$ cat config.mk
export PLATFORM = sky130hd
export DESIGN_NAME = lru_victim_tracker
export DESIGN_NICKNAME = d
export VERILOG_FILES = /design/src/rtl/lru_pkg.sv /design/src/rtl/prio_enc_lsb.sv /design/src/rtl/lru_victim_tracker.sv
export SDC_FILE = /design/constraint.sdc
export NUM_CORES = 1
export LEC_CHECK = 0
export CAP_MARGIN = 25
export CORE_MARGIN = 10
export CORE_UTILIZATION = 56
export CTS_CLUSTER_DIAMETER = 50
export DETAILED_ROUTE_END_ITERATION = 7
export GPL_ROUTABILITY_DRIVEN = 0
export PLACE_DENSITY = 0.76
export SKIP_LAST_GASP = 1
export SYNTH_ARGS = -nofsm -noshare
export SYNTH_HDL_FRONTEND = slang
export SYNTH_SLANG_ARGS = --single-unit
$ cat constraint.sdc
create_clock -name clk -period 3.9 [get_ports clk]
set_input_delay 0.585 -clock clk [delete_from_list [all_inputs] [get_ports clk]]
set_output_delay 0.585 -clock clk [all_outputs]
set_load 0.02 [all_outputs]
$ cat src/rtl/lru_pkg.sv
// Shared types and constants for the LRU victim tracker.
// Default geometry typedefs plus a constant-function log2 for older toolflows.
package lru_pkg;

  function automatic int unsigned clog2_f(input int unsigned v);
    int unsigned r;
    r = 0;
    for (int i = 0; i < 32; i++) begin
      if ((32'd1 << i) < v) r = i + 1;
    end
    return r;
  endfunction

  localparam int unsigned LRU_NUM_SETS = 16;
  localparam int unsigned LRU_NUM_WAYS = 4;
  localparam int unsigned LRU_SET_W    = clog2_f(LRU_NUM_SETS);
  localparam int unsigned LRU_WAY_W    = clog2_f(LRU_NUM_WAYS);

  typedef logic [LRU_SET_W-1:0] set_idx_t;
  typedef logic [LRU_WAY_W-1:0] way_idx_t;

  localparam int unsigned AGE_MRU = 0;

endpackage

$ cat src/rtl/prio_enc_lsb.sv
// Combinational lowest-set-bit priority encoder with an any-set flag.
module prio_enc_lsb
  import lru_pkg::*;
#(
  parameter int unsigned N = 4
) (
  input  logic [N-1:0]         req,
  output logic [$clog2(N)-1:0] idx,
  output logic                 any_set
);

  localparam int unsigned IDX_W = $clog2(N);

  always_comb begin
    idx = '0;
    // Scan downward so the lowest set bit is the last one written.
    for (int i = N - 1; i >= 0; i--) begin
      if (req[i]) idx = IDX_W'(i);
    end
  end

  assign any_set = |req;

endmodule

$ cat src/rtl/lru_victim_tracker.sv
// Per-set valid bits and true-LRU ages; returns a registered victim way one
// cycle after a request, preferring the lowest invalid way over the LRU way.
module lru_victim_tracker
  import lru_pkg::*;
#(
  parameter int unsigned NUM_SETS = 16,
  parameter int unsigned NUM_WAYS = 4,
  localparam int unsigned SET_W   = $clog2(NUM_SETS),
  localparam int unsigned WAY_W   = $clog2(NUM_WAYS)
) (
  input  logic             clk,
  input  logic             reset,
  input  logic             touch_valid,
  input  logic [SET_W-1:0] touch_set,
  input  logic [WAY_W-1:0] touch_way,
  input  logic             inval_valid,
  input  logic [SET_W-1:0] inval_set,
  input  logic [WAY_W-1:0] inval_way,
  input  logic             req_valid,
  input  logic [SET_W-1:0] req_set,
  output logic             victim_valid,
  output logic [WAY_W-1:0] victim_way,
  output logic             victim_free
);

  localparam logic [WAY_W-1:0] AgeLru = WAY_W'(NUM_WAYS - 1);
  localparam logic [WAY_W-1:0] AgeMru = WAY_W'(AGE_MRU);

  logic [NUM_WAYS-1:0] valid_q [NUM_SETS];
  logic [NUM_WAYS-1:0] valid_d [NUM_SETS];
  logic [WAY_W-1:0]    age_q   [NUM_SETS][NUM_WAYS];
  logic [WAY_W-1:0]    age_d   [NUM_SETS][NUM_WAYS];
  logic [WAY_W-1:0]    touch_age;

  logic                victim_valid_q;
  logic [WAY_W-1:0]    victim_way_q;
  logic                victim_free_q;

  logic [NUM_WAYS-1:0] free_vec;
  logic [NUM_WAYS-1:0] lru_vec;
  logic [WAY_W-1:0]    free_idx;
  logic [WAY_W-1:0]    lru_idx;
  logic                free_any;
  logic                lru_any;

  // Invalidate is applied first so a same-way touch overrides it.
  always_comb begin
    valid_d   = valid_q;
    age_d     = age_q;
    touch_age = age_q[touch_set][touch_way];
    if (inval_valid) begin
      valid_d[inval_set][inval_way] = 1'b0;
    end
    if (touch_valid) begin
      for (int w = 0; w < NUM_WAYS; w++) begin
        if (age_q[touch_set][w] < touch_age) begin
          age_d[touch_set][w] = age_q[touch_set][w] + 1'b1;
        end
      end
      age_d[touch_set][touch_way]   = AgeMru;
      valid_d[touch_set][touch_way] = 1'b1;
    end
  end

  // Lookup reads pre-update state, so same-cycle touches do not disturb it.
  always_comb begin
    free_vec = ~valid_q[req_set];
    lru_vec  = '0;
    for (int w = 0; w < NUM_WAYS; w++) begin
      lru_vec[w] = (age_q[req_set][w] == AgeLru);
    end
  end

  prio_enc_lsb #(
    .N (NUM_WAYS)
  ) u_free_enc (
    .req     (free_vec),
    .idx     (free_idx),
    .any_set (free_any)
  );

  prio_enc_lsb #(
    .N (NUM_WAYS)
  ) u_lru_enc (
    .req     (lru_vec),
    .idx     (lru_idx),
    .any_set (lru_any)
  );

  always_ff @(posedge clk) begin
    if (reset) begin
      for (int s = 0; s < NUM_SETS; s++) begin
        valid_q[s] <= '0;
        for (int w = 0; w < NUM_WAYS; w++) begin
          age_q[s][w] <= WAY_W'(w);
        end
      end
      victim_valid_q <= 1'b0;
      victim_way_q   <= '0;
      victim_free_q  <= 1'b0;
    end else begin
      valid_q        <= valid_d;
      age_q          <= age_d;
      victim_valid_q <= req_valid;
      if (req_valid) begin
        // lru_any is always set while ages stay a permutation.
        victim_way_q  <= free_any ? free_idx : (lru_any ? lru_idx : '0);
        victim_free_q <= free_any;
      end
    end
  end

  assign victim_valid = victim_valid_q;
  assign victim_way   = victim_way_q;
  assign victim_free  = victim_free_q;

endmodule

# Word-level counts from Yosys, hierarchy flattened
# Index checks and enable logic that the tools add are counted.
[totals]
register_bits = 196
in_bits = 21
[op_classes]
n_lt_le_gt_ge = 15
n_bitwise = 10
muxes = 56
addsub = 4
n_reduce_logical = 7
eq_ne = 4
[ops]
columns = ["cell", "n"]
rows = [
  ["$mux W128", 8],
  ["$bwmux W128", 4],
  ["$demux W8 S4", 5],
  ["$and A128 B128 Y128", 1],
  ["$mux W64", 2],
  ["$not A128 Y128", 1],
  ["$and A64 B64 Y64", 1],
  ["$bmux W8 S4", 2],
  ["$not A64 Y64", 1],
  ["$or A64 B64 Y64", 1],
  ["$mux W8", 6],
  ["$demux W4 S4", 2],
  ["$mux W2", 14],
  ["$mux W4", 5],
  ["$bmux W4 S4", 1],
  ["$ge A5 B5 Y1 const B", 3],
  ["$not A4 Y5", 3],
  ["$lt A5 B1 Y1 const B", 2],
  ["$add A2 B1 Y2 const B", 4],
  ["$eq A2 B2 Y1 const B", 4],
  ["$lt A2 B2 Y1", 4],
  ["$reduce_or A4 Y1", 2],
  ["$lt A2 B3 Y1 const B", 2],
  ["$mux W6", 1],
  ["other kinds (10)", 17],
]

# Longest topological paths before layout
[depth]
depth_word = 20
depth_mapped = 18
mapped_depth_nobuf = 11

# Hierarchy
# Synthesis repeated with hierarchy kept, for this count alone.
[unflattened]
cells_unflattened = 1191
area_unflattened_um2 = 10610.2
[modules_own_cells]
columns = ["mod", "area_per_inst_um2", "seq_area_each_um2", "cells_each", "n_inst"]
rows = [
  ["lru_victim_tracker", 10540.1, 3923.8, 1177, 1],
  ["prio_enc_lsb", 35.0, 0.0, 7, 2],
]

# Worst setup path after synthesis
# Ideal clock, no wire load.
[synth_timing]
path_type = "input to register"
start = "in touch_set[1]"
end = "reg age_q[93] (netlist name)"
path_buffers = 6
setup_slack_ns = -0.382
stages = 16
arrival_ns = 4.214
path_cell_list = "buf_2 > buf_6 > buf_6 > buf_6 > mux4_2 > mux4_2 > mux4_1 > inv_1 > ha_1 > nor2_1 > or2_2 > buf_1 > nor3_1 > clkbuf_1 > o21ai_0 > o21ai_2"
[synth_between]
elab_chain_cells = 20
[synth_rtl]
columns = ["item", "line", "source"]
rows = [
  ["start: declaration", "lru_victim_tracker.sv:14", "input logic [SET_W-1:0] touch_set,"],
  ["$not A4 Y5 (not written as such) (*)", "-", ""],
  ["$bmux W8 S4", "lru_victim_tracker.sv:50, lru_victim_tracker.sv:56, lru_victim_tracker.sv:57", ""],
  ["$mux W8 (not written as such) (2 in a row)", "lru_victim_tracker.sv:56, lru_victim_tracker.sv:57", ""],
  ["$bmux W2 S2", "lru_victim_tracker.sv:50", "touch_age = age_q[touch_set][touch_way];"],
  ["$mux W2 (not written as such) (2 in a row)", "lru_victim_tracker.sv:50", ""],
  ["$lt A2 B2 Y1", "lru_victim_tracker.sv:56", "if (age_q[touch_set][w] < touch_age) begin"],
  ["$mux W128", "lru_victim_tracker.sv:56", ""],
  ["$mux W128", "lru_victim_tracker.sv:54", "if (touch_valid) begin"],
  ["[2 not listed]", "-", ""],
  ["$mux W128", "lru_victim_tracker.sv:54", ""],
  ["$bwmux W128", "lru_victim_tracker.sv:57", "age_d[touch_set][w] = age_q[touch_set][w] + 1'b1;"],
  ["$mux W128", "lru_victim_tracker.sv:56", ""],
  ["$mux W128", "lru_victim_tracker.sv:54", ""],
  ["$bwmux W128", "lru_victim_tracker.sv:57", ""],
  ["$mux W128", "lru_victim_tracker.sv:56", ""],
  ["$mux W128", "lru_victim_tracker.sv:54", ""],
  ["$and A128 B128 Y128 (no line) (*)", "-", ""],
  ["end signal: indexed assignment", "lru_victim_tracker.sv:95", "age_q[s][w] <= WAY_W'(w);"],
  ["end signal: assignment", "lru_victim_tracker.sv:103", "age_q <= age_d;"],
  ["end: declaration", "lru_victim_tracker.sv:31", "logic [WAY_W-1:0] age_q [NUM_SETS][NUM_WAYS];"],
]
# Mark *: on every way between the ends. The rest lies on a longest branch, timed or not. The select of a mux whose other input is x is not followed.
# A chain may end at the register's enable or synchronous reset.

# Worst setup path after layout
[layout_timing]
start = "in touch_set[0]"
end = "reg age_q[61] (netlist name)"
# The elaborated chain is that of the path after synthesis.

==> flow_summary.yaml <==
critical_path:
  r2r_slack_ns: 0.36
  critPathBufInv: 3
  max_stage_delay_ns: 0.92
  crit_top_cell: "mux4_2"
  critPathMaxFanout: 15
  startpoint_type: "primary input"
  slowest_stage: "a32oi_2"
  critPathKind: "in2reg"
  reg2reg_depth: 8
  path_delay_family: "multiplexers"
  critPathRequiredTime_ns: 4.18
  cp.depth: 10
  critical_path_arrival_ns: 3.97
  end_kind: "flop"
  cp_cell_sequence: "buf_2 -> buf_12 -> mux4_1 -> mux4_2 -> mux4_2 -> inv_2 -> ha_1 -> a311oi_1 -> a32oi_2 -> o21ai_0"
floorplanning:
  die_x_um: 155.5
  ioPinCount: 25
  core_area_um2: 18020
  die_area_um2: 24190
  die_height_um: 155.5
  start_util_pct: 57.07
  row_count: 49
detailed_routing:
  routed_wl_um: 33650
  viasPerCell: 6.847
  route.detailed.drc: 0
  wl_per_cell_um: 23.98
  drt_iter0_drc: 1266
  drt.antenna.violating_nets: 0
  vias: 9607
  drtPass1Iterations: 8
grt:
  antenna_found_initial: 0
  gr-total-overflow: 0
  grt_pass1_wl_um: 52040
  track_usage_pct: 27.21
  first_global_vias: 9065
  grt_max_degree: 97
clock_tree:
  cts_tree: "done"
  clkSinkCount: 196
  insertion_delay_ns: 0.45
  cts-buffers-inserted: 17
  post-cts-setup-buffers: 0
  clock_path_buffers: 2
  cts_resized: 0
  htree_levels: 4
  clk_pin_slew_worst_paths_ns: 0.07
  ctsHoldBuffers: 0
  root_buffer: "clkbuf_16"
placed_design:
  io_buffers: 24
  dp.cells: 1371
  dpl_cell_area_um2: 11340
  hpwl_um: 23320
  dp_slack_ns: -0.1639
cells_and_area:
  area_growth_pct: 16.13
  final_cells: 1403
  drive_above_1_share_pct: 19.42
  fin_nets: 1186
  stdcell_area_um2: 11950
  antenna_cells: 0
timing:
  slew_headroom_pct: 28.62
  fmax_mhz: 271.2
  worstMarginPinSlew_ns: 1.071
  setup_tns_ns: 0
  finClkSkew_ns: 0.01568
  fin_crit_sh_pct: 94.55
  slew_violations: 0
  fin_crit_ns: 3.687
  postLayoutSetupSlackWorst_ns: 0.2127
  hold_viol_final: 0
  final-setup-viol-count: 0
  rsz0062_at_grt: "false"
  hold-worst-slack_ns: 0.4311
power_and_ir_drop:
  ir_drop_v: 0.0003227
  seqPwrFrac_pct: 45.7
  switching_power_mw: 1.209
  cellPowerDensity_nw_per_um2: 375.2
  leakage_nw: 4.231
  netSwitchingFraction_pct: 26.98
  internal_power_mw: 3.273
  combPwrFrac_pct: 13.3
  p_clk_share_pct: 41.0
synth:
  synth_fp_nets: 1123
  syn-cell-area_um2: 10290
  ys_ff_latch: 196
  synth_top_area_cell: "dfxtp_1"
  synth_area_per_cell_um2: 9.368
  synth_edf_count: 0
  synth_area_leaders: "dfxtp_1, mux4_2, nand2_1, mux4_1, o21ai_0"
  yosysUniqueCellTypes: 64
  synth_top_area_share_pct: 38.15
  ys_warn_count: 0
  async_flop_share_pct: 0
  synth_ff_type: "dfxtp_1"
  synth_cells: 1098
  yosysSeqAreaShare_pct: 38.15
worst_hold_path:
  whs_path_depth: 2
  min_path_type: "in2reg"
run_status:
  status: "complete, no violations"
flow_run:
  maxCapViolations: 0
[per-stage QoR]
stage          util [%]  power [mW]
2_1_floorplan         -       2.454
3_3_place_gp      62.90       2.661
3_5_place_dp      62.90       2.671
4_1_cts           66.26       4.461
5_1_grt           66.27       4.585
6_report          66.27       4.482
[logic make-up after synthesis]
group / share of synthesized area [%]
xor gates and xnor gates: 0.4137
and+or+nand+nor: 15.36
buffers and inverters: 4.756
DFF: 38.15
adders and majority gates: 0.4866
AOI/OAI and AO/OA: 23.78
muxes: 17.05
[synth_stat cells, types with 18 or more instances]
master,count
dfxtp_1,196
nand2_1,186
o21ai_0,111
a21oi_1,100
clkbuf_1,56
a221o_1,48
nor2_1,45
mux4_2,42
and2_1,28
nor2b_1,25
o2bb2ai_1,25
mux4_1,24
nand3_1,22
a211oi_1,18
[layer usage]
layer  vias to the layer above  share of wire [%]  wire, um  global-route usage (%)
met1                      4621                 39     13260                   35.46
met2                       624                 45     15150                   41.37
li1                       4240                  -         -                       -
met4                         0                5.2      1738                   13.95
met5                         -                  0         0                       0
met3                       122                 10      3498                   6.479
[power by group through the flow]
stage / registers [mW] / clock network (mW) / logic [mW]
finish: 2.05 / 1.84 / 0.597
global route: 2.05 / 1.91 / 0.628
CTS: 2.05 / 1.83 / 0.583
detailed placement: 2.09 / 0 / 0.580
global placement: 2.09 / 0 / 0.570
floorplan: 2.09 / 0 / 0.367
[layout by cell type (no fill, tap or decap), drive strengths merged, types with 2 or more instances in the layout]
cell type and n:
buf 112, or3 3, or3b 2, nand3 22
a22oi 9, and2 30, o31ai 2, or2 3
a211oi 18, dfxtp 196, nand4 5, and3 6
mux2 6, bufinv 2, clkbuf 20, o21ai 122
o311ai 2, nor2 45, clkdlybuf4s50 21, inv 16
o22ai 12, nand2b 6, nand3b 3, a32oi 2
mux2i 11, nor3 6, mux4 66, nor2b 25
ha 4, a21o 3, a311oi 3, nand2 187
a221o 48, a22o 8, a21oi 101, clkinv 4
xnor2 3, o2bb2ai 25
[area by class of cell]
cell class / count / area [um2]
clock buffers: 20 / 466.7
flip-flops and latches: 196 / 3924
well taps: 229 / 286.5
fillers: 1424 / 6080
multi-input cells: 802 / 5951
repair buffers: 133 / 1137
inverters: 11 / 41.29
clock inverters: 12 / 138.9
[final timing paths]
kind                     startpoint                      to
max reg2reg  age_q[25]$_SDFFE_PP1P_  age_q[61]$_SDFFE_PP0P_
min                           reset  age_q[40]$_SDFFE_PP1P_
max                    touch_set[0]  age_q[61]$_SDFFE_PP0P_
min reg2reg   valid_q[1]$_SDFF_PP0_   valid_q[1]$_SDFF_PP0_
[flip-flops by register name, summed over array words and instances (netlist names)]
signal	count
victim_way	2
victim_valid	1
age_q	128
victim_free	1
valid_q	64
[worst register-to-register path: stages, from the launching register on]
cell      delay, ns
dfxtp_1        0.35
mux4_1         0.50
mux4_2         0.52
mux4_2         0.50
inv_2          0.08
ha_1           0.20
a311oi_1       0.12
a32oi_2        0.92
o21ai_0        0.18
(Power assumes the default switching activity.)
